### src/rtl/rv32i_types.sv
// Shared RV32I core types: physical register index, free-list entry,
// rename packet bundle and rename-stage FSM states.
package rv32i_types;

    localparam int PREG_IDX_WIDTH = 6;

    typedef logic [PREG_IDX_WIDTH-1:0] free_list_entry_t;

    typedef struct packed {
        logic [PREG_IDX_WIDTH-1:0] ps1;
        logic                      ps1_valid;
        logic [PREG_IDX_WIDTH-1:0] ps2;
        logic                      ps2_valid;
        logic [PREG_IDX_WIDTH-1:0] pd;
        logic [4:0]                rd;
    } rename_pkt_t;

    typedef enum logic {
        RUN     = 1'b0,
        RECOVER = 1'b1
    } rename_state_t;

endpackage

### src/rtl/free_list.sv
// Circular free list of physical registers with speculative and architectural
// heads. Ports: pop/push/push_pd/arch_adv/rewind in; head_pd/empty out.
module free_list
    import rv32i_types::*;
#(
    parameter int NUM_PREGS = 64,
    parameter int FL_PTR_W  = $clog2(NUM_PREGS - 32) + 1
) (
    input  logic             clk,
    input  logic             rst_n,
    input  logic             pop,
    input  logic             push,
    input  free_list_entry_t push_pd,
    input  logic             arch_adv,
    input  logic             rewind,
    output free_list_entry_t head_pd,
    output logic             empty
);

    localparam int DEPTH = NUM_PREGS - 32;
    localparam int IDX_W = FL_PTR_W - 1;

    typedef logic [FL_PTR_W-1:0] ptr_t;

    // Advance a pointer, toggling the wrap bit when the index rolls over.
    function automatic ptr_t ptr_inc(input ptr_t p);
        if (p[IDX_W-1:0] == IDX_W'(DEPTH - 1))
            return {~p[FL_PTR_W-1], {IDX_W{1'b0}}};
        else
            return p + ptr_t'(1);
    endfunction

    free_list_entry_t fl [DEPTH];
    ptr_t spec_head;
    ptr_t arch_head;
    ptr_t tail;
    ptr_t arch_nxt;
    logic full;

    assign arch_nxt = arch_adv ? ptr_inc(arch_head) : arch_head;
    assign head_pd  = fl[spec_head[IDX_W-1:0]];
    assign empty    = (tail == spec_head);
    assign full     = (tail[FL_PTR_W-1] != spec_head[FL_PTR_W-1]) &&
                      (tail[IDX_W-1:0] == spec_head[IDX_W-1:0]);

    always_ff @(posedge clk or negedge rst_n) begin
        if (!rst_n) begin
            for (int i = 0; i < DEPTH; i++)
                fl[i] <= free_list_entry_t'(32 + i);
            spec_head <= '0;
            arch_head <= '0;
            tail      <= {1'b1, {IDX_W{1'b0}}};
        end else begin
            arch_head <= arch_nxt;
            // Rewind lands on the head including a same-cycle commit.
            if (rewind)
                spec_head <= arch_nxt;
            else if (pop)
                spec_head <= ptr_inc(spec_head);
            if (push) begin
                fl[tail[IDX_W-1:0]] <= push_pd;
                tail                <= ptr_inc(tail);
            end
        end
    end

    always_ff @(posedge clk) begin
        if (rst_n)
            assert (!(push && full))
            else $error("free_list: push while full");
    end

endmodule

### src/rtl/rename_ctrl.sv
// Rename stage control: RAT lookup, preg allocation, ROB/RS issue and
// flush recovery. Ports: decode handshake, RAT, ROB/RS, commit, flush.
module rename_ctrl
    import rv32i_types::*;
#(
    parameter int NUM_PREGS = 64,
    parameter int FL_PTR_W  = $clog2(NUM_PREGS - 32) + 1
) (
    input  logic                      clk,
    input  logic                      rst_n,
    input  logic                      inst_valid,
    output logic                      inst_ready,
    input  logic [4:0]                inst_rd,
    input  logic [4:0]                inst_rs1,
    input  logic [4:0]                inst_rs2,
    input  logic                      inst_has_rd,
    output logic [4:0]                rat_rs1,
    output logic [4:0]                rat_rs2,
    input  logic [PREG_IDX_WIDTH-1:0] rat_ps1,
    input  logic [PREG_IDX_WIDTH-1:0] rat_ps2,
    input  logic                      rat_ps1_valid,
    input  logic                      rat_ps2_valid,
    output logic [4:0]                rat_rd,
    output logic [PREG_IDX_WIDTH-1:0] rat_pd,
    output logic                      rat_we,
    input  logic                      rob_ready,
    input  logic                      rs_ready,
    output logic                      rob_alloc,
    output logic                      rs_push,
    output logic [PREG_IDX_WIDTH-1:0] rs_ps1,
    output logic                      rs_ps1_valid,
    output logic [PREG_IDX_WIDTH-1:0] rs_ps2,
    output logic                      rs_ps2_valid,
    output logic [PREG_IDX_WIDTH-1:0] rs_pd,
    input  logic                      commit_valid,
    input  logic                      commit_has_rd,
    input  logic [PREG_IDX_WIDTH-1:0] commit_old_pd,
    input  logic                      branch_flush,
    output logic                      fl_empty
);

    rename_state_t    state;
    rename_state_t    state_nxt;
    rename_pkt_t      pkt;
    free_list_entry_t head_pd;
    logic             needs_pd;
    logic             fire;
    logic             pop;
    logic             push;
    logic             arch_adv;

    assign needs_pd = inst_has_rd && (inst_rd != 5'd0);
    assign arch_adv = commit_valid && commit_has_rd;
    assign push     = arch_adv && (commit_old_pd != '0);

    // rst_n gating keeps every handshake low while reset is held.
    assign inst_ready = rst_n && (state == RUN) && !branch_flush &&
                        rob_ready && rs_ready && (!needs_pd || !fl_empty);
    assign fire       = inst_valid && inst_ready;
    assign pop        = fire && needs_pd;

    free_list #(
        .NUM_PREGS (NUM_PREGS),
        .FL_PTR_W  (FL_PTR_W)
    ) u_free_list (
        .clk      (clk),
        .rst_n    (rst_n),
        .pop      (pop),
        .push     (push),
        .push_pd  (commit_old_pd),
        .arch_adv (arch_adv),
        .rewind   (branch_flush),
        .head_pd  (head_pd),
        .empty    (fl_empty)
    );

    always_comb begin
        pkt           = '0;
        pkt.ps1       = rat_ps1;
        pkt.ps1_valid = rat_ps1_valid;
        pkt.ps2       = rat_ps2;
        pkt.ps2_valid = rat_ps2_valid;
        pkt.rd        = inst_rd;
        pkt.pd        = needs_pd ? head_pd : '0;
    end

    assign rat_rs1      = inst_rs1;
    assign rat_rs2      = inst_rs2;
    assign rat_rd       = pkt.rd;
    assign rat_pd       = pkt.pd;
    assign rat_we       = pop;
    assign rob_alloc    = fire;
    assign rs_push      = fire;
    assign rs_ps1       = pkt.ps1;
    assign rs_ps1_valid = pkt.ps1_valid;
    assign rs_ps2       = pkt.ps2;
    assign rs_ps2_valid = pkt.ps2_valid;
    assign rs_pd        = pkt.pd;

    always_ff @(posedge clk or negedge rst_n) begin
        if (!rst_n)
            state <= RUN;
        else
            state <= state_nxt;
    end

    // RECOVER gives the alias table one cycle to reload.
    always_comb begin
        state_nxt = state;
        unique case (state)
            RUN:     if (branch_flush) state_nxt = RECOVER;
            RECOVER: state_nxt = branch_flush ? RECOVER : RUN;
            default: state_nxt = RUN;
        endcase
    end

endmodule
### config.mk
export PLATFORM = sky130hd
export DESIGN_NAME = rename_ctrl
export DESIGN_NICKNAME = d
export VERILOG_FILES = /design/src/rtl/rv32i_types.sv /design/src/rtl/free_list.sv /design/src/rtl/rename_ctrl.sv
export SDC_FILE = /design/constraint.sdc
export NUM_CORES = 1
export LEC_CHECK = 0
export ABC_AREA = 0
export BUFFER_PORTS_ARGS = -buffer_cell sky130_fd_sc_hd__buf_2
export CAP_MARGIN = 20
export CORE_UTILIZATION = 60
export CTS_CLUSTER_SIZE = 28
export DETAILED_ROUTE_END_ITERATION = 7
export GPL_TIMING_DRIVEN = 1
export PLACE_DENSITY = 0.79
export SYNTH_ARGS = -nofsm -noshare
export SYNTH_HDL_FRONTEND = slang
export SYNTH_SLANG_ARGS = --single-unit
### constraint.sdc
create_clock -name clk -period 3.07 [get_ports clk]
set_input_delay 0.4605 -clock clk [delete_from_list [all_inputs] [get_ports clk]]
set_output_delay 0.4605 -clock clk [all_outputs]
set_load 0.03 [all_outputs]
Word-level counts from Yosys, hierarchy flattened
Index checks and enable logic that the tools add are counted.

word-level totals
  flip-flop bits (word level) = 211
  bits of input ports = 44
  output and inout port bits = 46
  logic and storage cells = 84

operators by class
  add/sub/neg operators = 3
  $lt $le $gt $ge = 3
  equality and inequality tests = 4
  mux-type cells = 14
  bitwise gates (word level) = 6
  reduce and logical (&&, ||, !) cells = 18

operators with widths
  operator                                                  number
  bitwise mux 192 bit                                       1
  two-way mux 6 bit                                         10
  binary-select mux 6 bit (select 5 bit)                    1
  demux 6 bit (select 5 bit)                                1
  adder 6 x 1 -> 6 bit, second input constant               3
  equality test 5 bit, second input constant                3
  greater-or-equal comparator 6 bit, second input constant  2
  inverter 5 -> 6 bit                                       2
  logical AND 1 bit                                         11
  equality test 6 bit                                       1
  < comparator 6 x 1 -> 1 bit, second input constant        1
  nonzero test 6 bit                                        1
  nonzero test 5 bit                                        1
  inverter 1 bit                                            4
  logical NOT 1 bit                                         3
  nonzero test 2 bit                                        1
  logical OR 1 bit                                          1
  two-way mux 1 bit                                         1

Longest topological paths before layout
  depth in word-level cells = 10
  depth in mapped cells = 8
  gate-level depth less buffers = 8

Cells and area by module
Synthesis repeated with hierarchy kept, for this count alone.

second synthesis, totals
  cells, all modules = 704
  area total of the unflattened synthesis = 10432.5 µm²

modules (own cells, without submodules)
  module       times used  cells each  area each (µm²)
  free_list    1           650         10014.6
  rename_ctrl  1           54          417.9

Worst setup path after synthesis
OpenSTA, ideal clock, no wires.

  path kind = register to output
  start point = register u_free_list.spec_head[1]
  end point = output port rs_pd[2]
  arrival = 2461 ps
  required time = 2609 ps
  setup slack = 149 ps
  cell stages (with the launch flop) = 8
  path through = dfrtp_1 buf_2 buf_4 clkbuf_1 mux4_2 mux2i_1 a221oi_1 buf_4

on the way
  cells in the longest elaborated chain, start to end = 5

RTL lines
  element                                                line               RTL
  start: declaration                                     free_list.sv:34    ptr_t spec_head;
  start signal: assignment                               free_list.sv:57    spec_head <= arch_nxt;
  start signal: assignment                               free_list.sv:59    spec_head <= ptr_inc(spec_head);
  inverter 5 -> 6 bit (not written as such)              free_list.sv:41    assign head_pd = fl[spec_head[IDX_W-1:0]];
  binary-select mux 6 bit (select 5 bit)                 free_list.sv:41
  two-way mux 6 bit (not written as such) (2 in series)  free_list.sv:41
  two-way mux 6 bit                                      rename_ctrl.sv:84  pkt.pd = needs_pd ? head_pd : '0;
  end: declaration                                       rename_ctrl.sv:34  output logic [PREG_IDX_WIDTH-1:0] rs_pd,

Every way passes these cells. The select of a mux whose other input is x is not followed.

Worst setup path after layout
  start point = register u_free_list.spec_head[0]
  end point = output port rat_pd[4]

on the way
  cells in the longest elaborated chain, start to end = 5

RTL lines
  element                                                line               RTL
  inverter 5 -> 6 bit (not written as such)              free_list.sv:41
  binary-select mux 6 bit (select 5 bit)                 free_list.sv:41
  two-way mux 6 bit (not written as such) (2 in series)  free_list.sv:41
  two-way mux 6 bit                                      rename_ctrl.sv:84
  end: declaration                                       rename_ctrl.sv:24  output logic [PREG_IDX_WIDTH-1:0] rat_pd,

Every way passes these cells. The select of a mux whose other input is x is not followed.

==> flow_summary.yaml <==
timing:
  timing.final.crit_period_ns: 3.132
  finalSetupViolations: 9
  worst_slack_ns: -0.06229
  timing.final.max_slew_violations: 0
  relSlewSlack: 0.4129
  final_hold_viol_count: 0
  rsz0062_at_grt: "true"
  fin_worst_skew_ns: 0.01976
  achievable-frequency_mhz: 319.3
  worst-slew-pin-transition_ns: 0.8806
  fin_crit_sh: 1.020
die:
  io_pins: 90
  dieWidth_um: 134.5
  die_height_um: 134.5
  fp.dieArea_mm2: 0.01808
  fp.coreArea_mm2: 0.01724
  start_util: 0.6108
  placement_row_count: 48
clocking:
  cts_tree: "built"
  max-clock-path-buffers: 3
  root_buffer: "clkbuf_16"
  clock_tree.htree_level_count: 1
  clock_sink_count: 211
  worst_skew_pair.late_latency_ns: 0.51
  clk_transition_reported_paths_ns: 0.06
  cts-buffers-inserted: 23
placement:
  placed_cell_count: 925
  place_congestion: 0.9012
  io_buffer_count: 41
  preCtsSetupSlack_ns: 0.3798
  dpl-instance-area_mm2: 0.01068
  hpwlAfterDp_um: 15220
global_routing:
  grt_pass1_vias: 6650
  grt_antenna_before_repair: 1
  groute.usage.overall: 0.2768
  globalRouteOverflowTotal: 0
  global_route.usage.met1: 0.3748
  grt.busiest_layer: "met2"
  grt_use_met3: 0.06156
  maximum_number_of_pins_on_one_net_before_global_route_repair: 71
  use_met2: 0.4424
  grt_first_pass_wirelength_um: 37870
layout:
  post-route-cell-area_mm2: 0.01168
  final_layout_size_suffix_gt1_frac: 0.6372
  num-fill-cells: 1125
  layout-area-overhead-vs-synth_pct: 10.96
  layoutNonFillerInstCount: 973
  design.final.nets: 784
synth:
  synth-edff-count: 0
  yosys-top-cells-count: "mux2_2 (195), dfstp_2 (113), dfrtp_1 (98), nor2_1 (41), buf_4 (38)"
  asyncSetResetFlopFracSynth: 1.000
  synth.yosys.seq_area_share: 0.5149
  synth_warn: 0
  post-synth-top-area-fraction: 0.2820
  synthCells: 721
  netlist-cell-type-count: 43
  number_of_storage_elements_in_the_synthesis_netlist: 211
  top_count_cell_post_synth: "mux2_2"
  ranking_of_synthesized_cells_by_area: "dfstp_2 (28%), dfrtp_1 (23%), mux2_2 (21%)"
  synth.cell_area_mm2: 0.01053
  synth_area_per_cell_um2: 14.60
  synth_largest_area_cell: "dfstp_2"
  postSynthNetCount: 774
  synth_top_flop_cell: "dfstp_2"
flow_run:
  cap_viol_max_count: 0
routing:
  post-route-drc-count: 0
  drtAntennaViolNets: 0
  detail_route.iter0.violations: 527
  detailroute.via_count: 6260
  drt-pass1-iter-count: 5
  average_via_count_per_standard_cell: 6.434
  wl_per_cell_um: 24.65
  routed_wirelength_um: 23990
setup_path:
  critical-path-max-stage-delay_ns: 0.57
  worstSetupEndpointType: "output port"
  timing.critical_path.from_type: "flip-flop"
  crit_fanout: 6
  worst_r2r_startpoint: "u_free_list.spec_head[0]"
  crit_type: "reg -> out"
  crit_start: "u_free_list.spec_head[0]"
  worst_ep_required_time_ns: 2.61
  path_cells: "buf_6 -> buf_12 -> mux4_2 -> mux4_2 -> inv_2 -> a221oi_4 -> buf_6"
  crit_arrival_ns: 2.67
  cp_slowest_cell: "mux4_2"
status:
  violations: "setup timing"
  status: "finished with violations"
power_and_ir_drop:
  power.net_switching_w: 0.003359
  ir_worst_vdd_mv: 0.5760
  leakagePower_nw: 4.914
  seq_power_share: 0.426
  pwr-share-comb: 0.305
  power_switching_share: 0.3069
  cell_internal_pwr_w: 0.007584
  power_per_cell_area_mw_per_mm2: 936.7
  power.share.clock: 0.269
worst_hold_path:
  hold_start: "branch_flush"
  hold_path_class: "in -> reg"
logic make-up (layout without fill, tap and decap cells):
family | Yosys count | after routing | synth area share
adder cells (fa/ha/maj) | 9 | 9 | 0.01070
AND/OR/NAND/NOR | 108 | 108 | 0.05027
AO/OA/AOI/OAI | 39 | 39 | 0.02804
other | 0 | 1 | 0
XOR/XNOR | 8 | 8 | 0.006655
flip-flops | 211 | 211 | 0.5149
multiplexers | 258 | 258 | 0.3390
buffers and inverters | 88 | 114 | 0.05039
timing repair:
item | in CTS | in global routing
buffers inserted | 3 | 0
hold buffers | 1 | 0
setup endpoints to repair | 15 | 15
resized for setup | 56 | 6
pin swaps | 4 | 1
cloned | 3 | 0
endpoints found under the hold margin | 23 | 0
state kept, by name, summed over array words and instances (netlist names):
| name | flops |
|---|---|
| u_free_list.fl | 192 |
| state | 1 |
| u_free_list.spec_head | 6 |
| u_free_list.tail | 6 |
| u_free_list.arch_head | 6 |
metal layers:
metal	part of all wire	vias up	routed length, um
li1	-	2632	-
met1	0.41	3293	9874
met2	0.49	273	11710
met3	0.072	62	1738
met4	0.028	0	667
met5	0	-	0
power groups by stage:
stage / logic [W] / clock network [W] / registers, W
floorplan: 0.00253 / 0 / 0.00432
global placement: 0.00288 / 0 / 0.00454
detailed placement: 0.00298 / 0 / 0.00463
CTS: 0.00331 / 0.00297 / 0.00463
global route: 0.00354 / 0.00309 / 0.00476
finish: 0.00334 / 0.00294 / 0.00466
worst max-delay path: cells and delay by family (launching register included):
family	cells	cell delay (ns)
mux	2	1.10
buf+inv	4	0.54
flops	1	0.42
compound gates	1	0.10
final cells by class:
type                    count  area, um2  area share
flip-flops and latches    211       5425      0.4644
multi-input cells         422       4596      0.3934
clock buffers              33      663.1     0.05676
repair buffers             63      530.5     0.04541
well taps                 225      281.5     0.02410
clock inverters             8      146.4     0.01253
inverters                  10      37.54    0.003213
diodes                      1      2.502   0.0002142
through the flow:
step | util | setup TNS (ns) | hold slack [ns] | power, W
final | 0.6778 | -0.3348 | 0.2529 | 0.01094
after global routing | 0.6776 | -0.8030 | 0.2533 | 0.01139
after CTS | 0.6775 | -0.3544 | 0.2330 | 0.01092
after floorplan | - | 0 | 0.1649 | 0.006847
after detailed placement | 0.6196 | 0 | 0.3954 | 0.007618
after global placement | 0.6196 | 0 | 0.3881 | 0.007420
path summary, 6_finish.rpt:
kind / endpoint / slack [ns] / cells past startpoint
worst min-delay path: state / 0.25 / 1
worst min register to register: u_free_list.tail[5] / 0.50 / 1
max in group asynchronous: u_free_list.fl[66] / 0.99 / 4
worst max-delay path: rat_pd[4] / -0.06 / 7
worst max register to register: u_free_list.spec_head[3] / 0.78 / 8
min in group asynchronous: u_free_list.spec_head[1] / 0.43 / 2
cells in the final DEF (no fill, tap or decap), types with 9 or more instances in the layout:
cell,netlist,layout
buf_2,8,28
buf_4,38,17
buf_6,2,11
clkbuf_16,0,23
dfrtp_1,98,95
dfstp_2,113,113
ha_1,9,9
mux2_2,195,195
mux4_2,36,52
nand2_1,22,22
nand2b_1,12,12
nor2_1,41,41
o21ai_0,15,15
No activity file was read; power rests on OpenSTA's default activity.
